`src/rtl/csr_avmm_master.sv`:
```
// Avalon-MM master issuing single 32-bit CSR reads/writes from a valid/ready
// command port, with one outstanding transaction and a hung-slave timeout.
module csr_avmm_master #(
    parameter int ADDR_W         = 12,
    parameter int TIMEOUT_CYCLES = 1024
) (
    input  logic              clk,
    input  logic              rst_n,
    input  logic              cmd_valid,
    output logic              cmd_ready,
    input  logic              cmd_write,
    input  logic [ADDR_W-1:0] cmd_addr,
    input  logic [31:0]       cmd_wdata,
    output logic              rsp_valid,
    input  logic              rsp_ready,
    output logic [31:0]       rsp_data,
    output logic              rsp_timeout,
    output logic [ADDR_W-1:0] avm_address,
    output logic              avm_read,
    output logic              avm_write,
    output logic [31:0]       avm_writedata,
    output logic [3:0]        avm_byteenable,
    input  logic [31:0]       avm_readdata,
    input  logic              avm_readdatavalid,
    input  logic              avm_waitrequest,
    output logic [15:0]       stat_timeouts,
    output logic [15:0]       stat_stray_rdv
);

    localparam int CNT_W = (TIMEOUT_CYCLES > 2) ? $clog2(TIMEOUT_CYCLES) : 1;
    localparam logic [CNT_W-1:0] CNT_LAST = CNT_W'(TIMEOUT_CYCLES - 1);
    localparam logic [31:0] TIMEOUT_DATA = 32'hDEADBEEF;

    typedef enum logic [1:0] {
        ST_IDLE,
        ST_ISSUE,
        ST_WAIT_RD,
        ST_RESP
    } state_t;

    state_t            state_reg, state_next;
    logic [ADDR_W-1:0] addr_reg, addr_next;
    logic [31:0]       wdata_reg, wdata_next;
    logic              read_reg, read_next;
    logic              write_reg, write_next;
    logic              rsp_valid_reg, rsp_valid_next;
    logic [31:0]       rsp_data_reg, rsp_data_next;
    logic              rsp_timeout_reg, rsp_timeout_next;
    logic [CNT_W-1:0]  cnt_reg, cnt_next;
    logic [15:0]       stat_tmo_reg, stat_tmo_next;
    logic [15:0]       stat_rdv_reg, stat_rdv_next;
    logic              expired;

    always_ff @(posedge clk or negedge rst_n) begin
        if (!rst_n) begin
            state_reg       <= ST_IDLE;
            addr_reg        <= '0;
            wdata_reg       <= '0;
            read_reg        <= 1'b0;
            write_reg       <= 1'b0;
            rsp_valid_reg   <= 1'b0;
            rsp_data_reg    <= '0;
            rsp_timeout_reg <= 1'b0;
            cnt_reg         <= '0;
            stat_tmo_reg    <= '0;
            stat_rdv_reg    <= '0;
        end else begin
            state_reg       <= state_next;
            addr_reg        <= addr_next;
            wdata_reg       <= wdata_next;
            read_reg        <= read_next;
            write_reg       <= write_next;
            rsp_valid_reg   <= rsp_valid_next;
            rsp_data_reg    <= rsp_data_next;
            rsp_timeout_reg <= rsp_timeout_next;
            cnt_reg         <= cnt_next;
            stat_tmo_reg    <= stat_tmo_next;
            stat_rdv_reg    <= stat_rdv_next;
        end
    end

    // The counter saturates at its last value, so a read accepted exactly at
    // expiry still times out in WAIT_RD unless data arrives on the next cycle.
    assign expired = (cnt_reg == CNT_LAST);

    always_comb begin
        state_next       = state_reg;
        addr_next        = addr_reg;
        wdata_next       = wdata_reg;
        read_next        = read_reg;
        write_next       = write_reg;
        rsp_valid_next   = rsp_valid_reg;
        rsp_data_next    = rsp_data_reg;
        rsp_timeout_next = rsp_timeout_reg;
        cnt_next         = cnt_reg;
        stat_tmo_next    = stat_tmo_reg;
        stat_rdv_next    = stat_rdv_reg;

        // Read data arriving with no read in flight (e.g. late after a timeout) is dropped.
        if (avm_readdatavalid && (state_reg != ST_WAIT_RD) && (stat_rdv_reg != 16'hFFFF)) begin
            stat_rdv_next = stat_rdv_reg + 16'd1;
        end

        case (state_reg)
            ST_IDLE: begin
                if (cmd_valid) begin
                    addr_next  = cmd_addr;
                    wdata_next = cmd_wdata;
                    read_next  = ~cmd_write;
                    write_next = cmd_write;
                    cnt_next   = '0;
                    state_next = ST_ISSUE;
                end
            end
            ST_ISSUE: begin
                cnt_next = expired ? cnt_reg : cnt_reg + 1'b1;
                if (!avm_waitrequest) begin
                    read_next  = 1'b0;
                    write_next = 1'b0;
                    if (write_reg) begin
                        rsp_data_next    = '0;
                        rsp_timeout_next = 1'b0;
                        rsp_valid_next   = 1'b1;
                        state_next       = ST_RESP;
                    end else begin
                        state_next = ST_WAIT_RD;
                    end
                end else if (expired) begin
                    read_next        = 1'b0;
                    write_next       = 1'b0;
                    rsp_data_next    = TIMEOUT_DATA;
                    rsp_timeout_next = 1'b1;
                    rsp_valid_next   = 1'b1;
                    if (stat_tmo_reg != 16'hFFFF) stat_tmo_next = stat_tmo_reg + 16'd1;
                    state_next       = ST_RESP;
                end
            end
            ST_WAIT_RD: begin
                cnt_next = expired ? cnt_reg : cnt_reg + 1'b1;
                if (avm_readdatavalid) begin
                    rsp_data_next    = avm_readdata;
                    rsp_timeout_next = 1'b0;
                    rsp_valid_next   = 1'b1;
                    state_next       = ST_RESP;
                end else if (expired) begin
                    rsp_data_next    = TIMEOUT_DATA;
                    rsp_timeout_next = 1'b1;
                    rsp_valid_next   = 1'b1;
                    if (stat_tmo_reg != 16'hFFFF) stat_tmo_next = stat_tmo_reg + 16'd1;
                    state_next       = ST_RESP;
                end
            end
            ST_RESP: begin
                if (rsp_ready) begin
                    rsp_valid_next = 1'b0;
                    state_next     = ST_IDLE;
                end
            end
            default: begin
                state_next = ST_IDLE;
            end
        endcase
    end

    assign cmd_ready      = (state_reg == ST_IDLE);
    assign rsp_valid      = rsp_valid_reg;
    assign rsp_data       = rsp_data_reg;
    assign rsp_timeout    = rsp_timeout_reg;
    assign avm_address    = addr_reg;
    assign avm_read       = read_reg;
    assign avm_write      = write_reg;
    assign avm_writedata  = wdata_reg;
    assign avm_byteenable = 4'hF;
    assign stat_timeouts  = stat_tmo_reg;
    assign stat_stray_rdv = stat_rdv_reg;

endmodule
```
`config.mk`:
```
export PLATFORM = sky130hd
export DESIGN_NAME = csr_avmm_master
export DESIGN_NICKNAME = d
export VERILOG_FILES = /design/src/rtl/csr_avmm_master.sv
export SDC_FILE = /design/constraint.sdc
export NUM_CORES = 1
export LEC_CHECK = 0
export BUFFER_PORTS_ARGS = -buffer_cell sky130_fd_sc_hd__buf_4
export CAP_MARGIN = 20
export CORE_UTILIZATION = 25
export DETAILED_ROUTE_END_ITERATION = 8
export GPL_ROUTABILITY_DRIVEN = 0
export PLACE_DENSITY = 0.44
export SYNTH_ARGS = -nofsm -noshare
export SYNTH_HDL_FRONTEND = slang
export SYNTH_SLANG_ARGS = --single-unit
```
`constraint.sdc`:
```
create_clock -name clk -period 1.95 [get_ports clk]
set_input_delay 0.195 -clock clk [delete_from_list [all_inputs] [get_ports clk]]
set_output_delay 0.195 -clock clk [all_outputs]
set_load 0.05 [all_outputs]
```
==> flow_summary.json <==
{
  "status": "complete, no violations",
  "rows": 53,
  "final_nets": 824,
  "globalRouteOverflowTotal": 0,
  "drtIter0Drc": 145,
  "drc": 0,
  "worstPathArrival_ns": 2.19,
  "firstDrtPassIters": 4,
  "dp_hpwl_mm": 10.66,
  "crit_start": "cnt_reg[1]",
  "fin_cells": 1022,
  "synth_fa_ha_area_share_pct": 1.618,
  "synth_warnings": 0,
  "fmax_mhz": 527.0,
  "min_delay_path_depth": 2,
  "die_y_um": 149.1,
  "placed_cell_area_sq_mm": 0.007481,
  "antennaDiodeCount": 0,
  "holdPathEnd": "avm_writedata[0]",
  "detail_route.wl_per_cell_um": 14.44,
  "grt_pass1_vias": 4758,
  "reg2regPathDepth": 7,
  "place_inst": 955,
  "h-tree-depth": 4,
  "synthMuxAreaShare_pct": 9.963,
  "cp_max_fo": 14,
  "cp-end-kind": "flip-flop",
  "p_per_area_mw_per_mm2": 1778,
  "rsz0062_at_grt": "yes",
  "synth_top_area_cell": "dfrtp_1",
  "finalMaxSlewViolations": 0,
  "yosys.area_share.xor_xnor_pct": 5.340,
  "hold_violations": 0,
  "via_per_inst": 4.466,
  "finalClockSkew_ns": 0.01243,
  "cts_buffers": 17,
  "critPathLaunchType": "flip-flop",
  "synth_area_sq_mm": 0.005413,
  "vdd_ir_drop_max_mv": 1.211,
  "antenna_found_initial": 0,
  "cts_tree": "done",
  "leakage_uw": 0.003998,
  "path_class": "flip-flop to flip-flop",
  "min-delay-path-class": "primary input to flip-flop",
  "initial_core_util_pct": 25.59,
  "pre_cts_slack_ns": -0.03896,
  "r2r_slack_ns": 0.05,
  "clock_sink_count": 124,
  "asyncSetResetFlopFracSynth_pct": 100.0,
  "synth-compound-area-share_pct": 11.33,
  "syn_inst": 472,
  "syn_avg_cell_area_sq_um": 11.47,
  "ant_nets": 0,
  "core_area_sq_mm": 0.02115,
  "clkSlewWorstSetupHoldPaths_ns": 0.06,
  "max-cap-violations": 0,
  "fin_crit_sh_pct": 97.31,
  "clock_latency_ns": 0.41,
  "cp.required_ns": 2.25,
  "yosysTopAreaCellShare_pct": 57.33,
  "setup_viol": 0,
  "synth_edf_count": 0,
  "synth_top_flop_cell": "dfrtp_1",
  "setup_slack_ns": 0.05245,
  "synthDistinctLibCells": 46,
  "synth_top_family_by_area": "compound AO/OA/AOI/OAI gates",
  "area_delta_synth_final_pct": 57.61,
  "slew_headroom_pct": 62.83,
  "worst_pin_slew_ns": 0.5552,
  "die_w_um": 149.1,
  "timing.rr.start": "cnt_reg[1]",
  "grt_max_degree": 78,
  "ys_seq_elements": 124,
  "track_usage_pct": 13.73,
  "wirelength_mm": 14.76,
  "vias": 4564,
  "grt_pass1_wl_mm": 23.96,
  "port_buffers": 195,
  "pin_count": 200,
  "synthTopCellsByCount": "dfrtp_1, a21oi_1, mux2_2",
  "ctsLongestPathBuffers": 2,
  "r2r-end": "stat_timeouts[1]",
  "min-delay-start": "cmd_wdata[0]",
  "yosysMostFrequentCell": "dfrtp_1",
  "synthTopCellsByArea": "dfrtp_1, mux2_2, a21oi_1",
  "fin_area_sq_mm": 0.008531,
  "fin_crit_ns": 1.898,
  "layout-drive-gt1-share_pct": 46.18,
  "die_area_sq_mm": 0.02224,
  "synthSimpleGateAreaFrac_pct": 11.26,
  "cts_root_buf": "clkbuf_16",
  "ys_seq_area_share_pct": 57.33
}
-- per-layer routing --
layer / share of wire [%] / GRT usage [%]
met1: 43 / 16.78
met2: 47 / 22.16
met3: 8.2 / 5.199
met4: 1.5 / 4.541
met5: 0 / 0
-- where the power goes --
part | switching [uW] | total [uW] | internal, uW
clock network | 1190 | 3500 | 2310
logic | 4930 | 7550 | 2630
registers | 587 | 4110 | 3530
-- worst max-delay path, cell delays in order (launching register included) --
cell and delay [ns]:
dfrtp_1 0.39, ha_4 0.14, and4_4 0.21, nand3_2 0.10, buf_4 0.18, a311oi_4 0.25
buf_12 0.18, mux2_2 0.32
-- placed cells by master (no fill, tap or decap), types with 4 or more instances in the layout --
master / instances
nor2_1: 23
xnor2_1: 26
nand2_1: 21
buf_4: 229
buf_12: 5
nor4_1: 5
inv_1: 10
nand4_1: 12
a21oi_1: 75
xor2_1: 7
nand3_1: 14
dfrtp_2: 9
mux2_2: 47
conb_1: 4
and3_1: 9
dlygate4sd3_1: 31
o21ai_0: 4
nor3_1: 7
a22o_1: 8
clkbuf_16: 17
bufinv_16: 5
dfrtp_1: 115
-- metrics by stage --
step / total power, uW / hold slack (ns) / util (%) / setup TNS (ns)
finish: 15160 / 0.01765 / 40.33 / 0
global route: 15950 / 0.0002468 / 40.33 / -0.04112
CTS: 15300 / 0.00005548 / 39.98 / 0
detailed placement: 11660 / 0.2153 / 35.36 / -0.04132
global placement: 11570 / 0.2194 / 35.36 / 0
floorplan: 9130 / -0.1006 / - / -0.002220
-- worst max path at each step --
stage	cells past startpoint	slack [ns]	to
after floorplan	8	-0.002	stat_timeouts[10]
after global placement	10	0.02	stat_stray_rdv[10]
after detailed placement	10	-0.04	stat_stray_rdv[10]
after CTS	7	0.004	stat_timeouts[1]
after global routing	7	-0.02	stat_timeouts[1]
final	7	0.05	stat_timeouts[1]
-- layout make-up --
cell class / instances / area, sq um
timing repair buffer: 265 / 2130
sequential: 124 / 3114
clock buffer: 18 / 439.2
multi-input combinational: 315 / 2247
fill: 2038 / 12620
inverter: 11 / 41.29
tap: 275 / 344.1
clock inverter: 14 / 215.2
-- what timing repair did --
action                     CTS  global route
hold endpoints to repair   153             1
gates resized for setup      3            10
buffers inserted             1             3
hold buffers                30             1
setup endpoints to repair    4            20
pin swaps                    0             2
-- cells by family (layout without fill, tap and decap cells) --
group                      count (synthesis)  in the layout
other                                      1              4
DFF                                      124            124
buffers and inverters                     36            308
adders and majority gates                  7              7
and+or+nand+nor                          118            118
muxes                                     48             48
xor gates and xnor gates                  33             33
AOI/OAI and AO/OA                        105            105
No activity file was read; power rests on OpenSTA's default activity.
